## src/rtl/dmem_arbiter.sv

```systemverilog
// Two-port arbiter in front of a single-port, word-wide data memory.
// Sub-word stores become a two-cycle read-modify-write because the memory only writes whole words.
module dmem_arbiter #(
    parameter int ADDR_WIDTH     = 10,
    parameter bit FIXED_PRIORITY = 1'b0
) (
    input  logic                  clk,
    input  logic                  reset_n,
    input  logic                  a_req,
    input  logic                  a_we,
    input  logic [ADDR_WIDTH-1:0] a_byte_address,
    input  logic [3:0]            a_wstrb,
    input  logic [31:0]           a_write_data,
    output logic                  a_ack,
    output logic [31:0]           a_read_data,
    input  logic                  b_req,
    input  logic                  b_we,
    input  logic [ADDR_WIDTH-1:0] b_byte_address,
    input  logic [3:0]            b_wstrb,
    input  logic [31:0]           b_write_data,
    output logic                  b_ack,
    output logic [31:0]           b_read_data,
    output logic [ADDR_WIDTH-1:0] mem_byte_address,
    output logic                  mem_write_enable,
    output logic [31:0]           mem_write_data,
    input  logic [31:0]           mem_read_data
);

    typedef enum logic [1:0] {IDLE, RMW, RESP} state_t;

    state_t                  state_reg, state_next;
    logic                    last_b_reg, last_b_next;
    logic                    grant_b_reg, grant_b_next;
    logic [ADDR_WIDTH-1:0]   addr_reg, addr_next;
    logic [31:0]             merge_reg, merge_next;
    logic [31:0]             a_rd_reg, a_rd_next;
    logic [31:0]             b_rd_reg, b_rd_next;
    logic                    mem_we_int;

    logic                    sel_b;
    logic                    sel_we;
    logic [ADDR_WIDTH-1:0]   sel_addr;
    logic [3:0]              sel_strb;
    logic [31:0]             sel_data;
    logic [31:0]             lane_mask;

    // B wins only when alone, or on a tie in round-robin mode when A was served last.
    assign sel_b    = b_req && (!a_req || (!FIXED_PRIORITY && !last_b_reg));
    assign sel_we   = sel_b ? b_we           : a_we;
    assign sel_addr = sel_b ? b_byte_address : a_byte_address;
    assign sel_strb = sel_b ? b_wstrb        : a_wstrb;
    assign sel_data = sel_b ? b_write_data   : a_write_data;

    generate
        for (genvar gi = 0; gi < 4; gi++) begin : g_lane
            assign lane_mask[8*gi +: 8] = {8{sel_strb[gi]}};
        end
    endgenerate

    always_ff @(posedge clk or negedge reset_n) begin
        if (!reset_n) begin
            state_reg   <= IDLE;
            last_b_reg  <= 1'b1;
            grant_b_reg <= 1'b0;
            addr_reg    <= '0;
            merge_reg   <= '0;
            a_rd_reg    <= '0;
            b_rd_reg    <= '0;
        end else begin
            state_reg   <= state_next;
            last_b_reg  <= last_b_next;
            grant_b_reg <= grant_b_next;
            addr_reg    <= addr_next;
            merge_reg   <= merge_next;
            a_rd_reg    <= a_rd_next;
            b_rd_reg    <= b_rd_next;
        end
    end

    always_comb begin
        state_next       = state_reg;
        last_b_next      = last_b_reg;
        grant_b_next     = grant_b_reg;
        addr_next        = addr_reg;
        merge_next       = merge_reg;
        a_rd_next        = a_rd_reg;
        b_rd_next        = b_rd_reg;
        mem_byte_address = '0;
        mem_we_int       = 1'b0;
        mem_write_data   = '0;
        a_ack            = 1'b0;
        b_ack            = 1'b0;
        case (state_reg)
            IDLE: begin
                if (a_req || b_req) begin
                    grant_b_next     = sel_b;
                    last_b_next      = sel_b;
                    mem_byte_address = sel_addr;
                    if (!sel_we) begin
                        if (sel_b) b_rd_next = mem_read_data;
                        else       a_rd_next = mem_read_data;
                        state_next = RESP;
                    end else if (sel_strb == 4'b1111) begin
                        mem_we_int     = 1'b1;
                        mem_write_data = sel_data;
                        state_next     = RESP;
                    end else if (sel_strb == 4'b0000) begin
                        state_next = RESP;
                    end else begin
                        addr_next  = sel_addr;
                        merge_next = (sel_data & lane_mask) | (mem_read_data & ~lane_mask);
                        state_next = RMW;
                    end
                end
            end
            RMW: begin
                mem_byte_address = addr_reg;
                mem_we_int       = 1'b1;
                mem_write_data   = merge_reg;
                state_next       = RESP;
            end
            RESP: begin
                a_ack      = !grant_b_reg;
                b_ack      = grant_b_reg;
                state_next = IDLE;
            end
            default: state_next = IDLE;
        endcase
    end

    // Gate with reset so a held full-word request cannot write while reset is low.
    assign mem_write_enable = mem_we_int & reset_n;
    assign a_read_data      = a_rd_reg;
    assign b_read_data      = b_rd_reg;

endmodule

```

## config.mk

```make
export PLATFORM = sky130hd
export DESIGN_NAME = dmem_arbiter
export DESIGN_NICKNAME = d
export VERILOG_FILES = /design/src/rtl/dmem_arbiter.sv
export SDC_FILE = /design/constraint.sdc
export NUM_CORES = 1
export LEC_CHECK = 0
export ABC_AREA = 0
export BUFFER_PORTS_ARGS = -buffer_cell sky130_fd_sc_hd__buf_2
export CAP_MARGIN = 10
export CORE_MARGIN = 4
export CORE_UTILIZATION = 53
export CTS_CLUSTER_SIZE = 25
export DETAILED_ROUTE_END_ITERATION = 8
export PLACE_DENSITY = 0.86
export SETUP_SLACK_MARGIN = 0.5
export SLEW_MARGIN = 20
export SYNTH_ARGS = -nofsm -noshare
export SYNTH_HDL_FRONTEND = slang
export SYNTH_SLANG_ARGS = --single-unit
```

## constraint.sdc

```tcl
create_clock -name clk -period 4.7 [get_ports clk]
set_clock_uncertainty 0.1 [all_clocks]
set_input_delay 0.705 -clock clk [delete_from_list [all_inputs] [get_ports clk]]
set_output_delay 0.705 -clock clk [all_outputs]
set_load 0.01 [all_outputs]
```

==> impl_summary.md <==
Status
The run finished with clean final reports.

Pwr
The leakage dissipation is around 3.6 nW. The overall power of the completed layout is about 0.0038 W. The worst-case IR drop observed on VDD is roughly 0.27 mV. In this run the power density over the cells is 527 nW/um2.

Place
The pre-CTS setup slack is approximately 1.5 ns. Detailed placement ended at an HPWL of 12,600 um. Buffers placed on the I/O ports in this run total roughly 240.

Routability-driven placement finished with a final weighted congestion of a little under 0.9.

Clock tree
The clock net sink count is 110. The number of buffers inserted by hold repair at cts is 0. The buffers inserted during post-CTS setup optimization is 0.

TritonCTS built the clock tree. The later-pin clock latency in the skew report is around 0.35 ns. The number of clock buffers added by TritonCTS is 9. The tree is rooted in a clkbuf_8. The count of H-tree levels built during CTS is 3. The maximum buffer depth of the clock tree is 2.

Gates resized during post-CTS repair numbered 0. The register clock-pin slew on the reported worst setup and hold paths is between 0.1 and 0.15 ns.

STA
The final critical path time including I/O delays and setup is about 3.3 ns. The total setup violations reported at the end of the flow is 0. Across all setup checks in the final design, the least slack found is 1.38 ns. The number of failing hold endpoints at the final stage is 0. The post-route clock period utilization is 70.5%.

The final count of pins violating max slew was 0. The maximum operating frequency is a little over 0.3 GHz. The slew at the pin with the worst max-slew slack is just over 1 ns. The relative slew slack is a little under a third. Setup repair after global routing left no endpoint under its margin. Summed over all failing endpoints, the final setup total negative slack is 0 ns. Hold is met by around 0.34 ns.

Setup path
The worst endpoint required time is just under 4 ns. The critical path is of the reg -> out type. The critical path's most frequent cell is o21ai_1. Across all register-to-register paths, the minimum setup slack is approximately 1.8 ns.

The largest incremental delay on the critical path is around 0.67 ns. The worst endpoint data arrival time is 2.51 ns. The launching point of the worst reg2reg path is state_reg[1]. STA classifies the critical path endpoint as an output port.

The critical path goes through nor2_2 -> o21ai_1 -> a21o_2 -> o21ai_1 -> buf_2. The kind of start point of the critical path is a flop. Along the worst path, the maximum fanout reaches 33.

In this run the worst setup path terminates at mem_write_data[23]. For this design, the slowest cell found on the critical path is dfrtp_1. The capturing point of the worst reg2reg path is a_read_data[18]. Measured in cells, the most critical reg-to-reg path has a length of 5. In this run the worst setup path begins at state_reg[1].

Die
The initial cell density of the core is a little under three fifths. The floorplan step defined a die boundary enclosing between 10,000 and 15,000 um2. The number of standard-cell rows in the floorplan is 37.

around 240 I/O pins were placed. The area of the placeable core is around 11,000 um2. The die extent in y is 113 um. The die span in x is ~110 um.

Synthesis
The area fraction in compound gates after synthesis is 10.6%. The flop and latch count out of synthesis is 110. Measured against the total synthesized area, the mux share comes to about 28%. The largest family of logic cells by synthesized area is multiplexers.

The post-synthesis share of cell area spent on full adders, half adders and majority gates is 0%. The net count after synthesis is between 600 and 700. Of the total synthesized cell area, the portion taken by AND, OR, NAND and NOR gates is roughly 8.3%. The async set-reset flop share out of synthesis is 100%. Summing the sequential cell areas from Yosys gives 47.4% of the chip area.

Ranked by instance count, the synthesized netlist is headed by dfrtp_1 (109), mux2i_1 (84), mux2_1 (64). The synthesized netlist devotes 0% of its cell area to XOR and XNOR gates. Each instance of the synthesized netlist takes up on average approximately 11 um2. Among all cell types in the netlist, the one instantiated most often is dfrtp_1. The main flop type after synthesis is dfrtp_1. The number of different library cells used by synthesis comes to 34.

The top cell type's share of synthesized area is 47.0%. The number of warnings printed during yosys synthesis is 0. Yosys attributes the largest share of cell area to dfrtp_1 (47%), mux2i_1 (14%), mux2_1 (12%). The post-synthesis instance area is roughly 5800 um2. Yosys mapped a number of flops with a built-in enable equal to 0. The cell accounting for the most synthesized area is dfrtp_1. The synthesized instance count is around 520.

Layout
Fill cells in the final layout number roughly 800. The sequential cell area in the final layout is approximately 2800 um2. The number of antenna diodes in the final layout is 0. The fraction of final layout cells sized beyond drive strength 1 is about 37%. The area taken by multi-input logic gates is 2730 um2. The final net count is 875.

Relative to the synthesized area, the layout overhead comes to 25.3%.

Detailed routing
After detailed routing, the number of vias per cell comes to just under 6. Dividing the detail-routed wire length by the instance count gives ~19 um. In the routed design, unresolved DRC markers number 0.

The number of antenna-violating nets in the routed design is 0. The detailed-route wire length is between 15,000 and 20,000 um. The initial detailed-routing violation count is 250. The routed layout has 5,126 vias. The pre-antenna-repair detailed-routing pass consisted of 5 iterations.

Global routing
The first-pass GRT wire length is approximately 27,000 um. The overflow left after global routing is 0. The total routing resource utilization after global routing is between 20% and 30%. Entering global routing, the biggest net connects 70 pins. The number of antenna violations at the first check in global routing is 0. The number of global-route vias before repair was about 5.6k.

Run
Max-cap violations in this run came to 0.

Min path
The tightest min-delay check is of the in -> async type.
layout make-up:
| class | instances | area share [%] |
|---|---|---|
| clock buffers | 10 | 1.75 |
| clock inverters | 6 | 0.962 |
| multi-input cells | 331 | 37.5 |
| well taps | 136 | 2.34 |
| repair buffers | 246 | 17.2 |
| flip-flops and latches | 110 | 37.8 |
| inverters | 47 | 2.42 |
per-stage QoR:
| step | std cells | instance area, um2 | util, % |
|---|---|---|---|
| 2_1_floorplan | 516 | 5810 | - |
| 3_3_place_gp | 870 | 7080 | 67.4 |
| 3_5_place_dp | 870 | 7080 | 67.4 |
| 4_1_cts | 886 | 7280 | 69.3 |
| 5_1_grt | 886 | 7280 | 69.3 |
| 6_report | 886 | 7280 | 69.3 |
cell usage in the layout, fill, tap and decap left out, types with 2 or more instances in the layout:
master       n
clkinv_4     2
or3_1       32
a2bb2oi_1   10
o221ai_1    32
nor2_1      10
dfrtp_1    109
inv_1       46
and4_1       2
buf_4        9
mux2_2       4
nand2_1     36
nor2_2       2
inv_6        2
nand3_1      2
nand4b_1     2
or4_1        2
mux2i_1     84
mux2_1      64
clkbuf_8     9
o21ai_1     34
a21oi_1      3
buf_2      237
per-layer routing:
metal / global-route usage, % / part of all wire, % / wire length [um] / vias up
li1: - / - / - / 2322
met1: 31.4 / 39 / 6520 / 2557
met2: 45.8 / 52 / 8700 / 220
met3: 4.33 / 7.0 / 1170 / 27
met4: 8.57 / 2.0 / 328 / 0
met5: 0 / 0 / 0 / -
worst min path at each step:
stage | start | to | slack [ns] | depth (start not counted)
after floorplan | reset_n | a_read_data[0] | 0.31 | 0
final | reset_n | a_read_data[2] | 0.34 | 1
after detailed placement | a_read_data[21] | a_read_data[21] | 0.37 | 1
after global placement | a_read_data[2] | a_read_data[2] | 0.36 | 1
after global routing | reset_n | a_read_data[11] | 0.42 | 1
after CTS | reset_n | a_read_data[8] | 0.37 | 1
critical path: cells and delay by family (launching register included):
kind            cells  cell delay [ns]
compound gates      3             1.16
buf+inv             1             0.17
simple gates        1             0.14
flops               1             0.67
logic make-up (layout without fill, tap and decap cells):
| kind of cell | after synthesis | after routing |
|---|---|---|
| flip-flops | 110 | 110 |
| multiplexers | 152 | 152 |
| buffers and inverters | 75 | 309 |
| AO/OA/AOI/OAI | 86 | 86 |
| AND/OR/NAND/NOR | 93 | 93 |
where the power goes:
part           internal (W)  switching (W)
combinational      0.000719       0.000839
sequential          0.00142       0.000281
clock              0.000252       0.000325
total               0.00239        0.00145
Note: power is estimated with default switching activity, not from simulation.
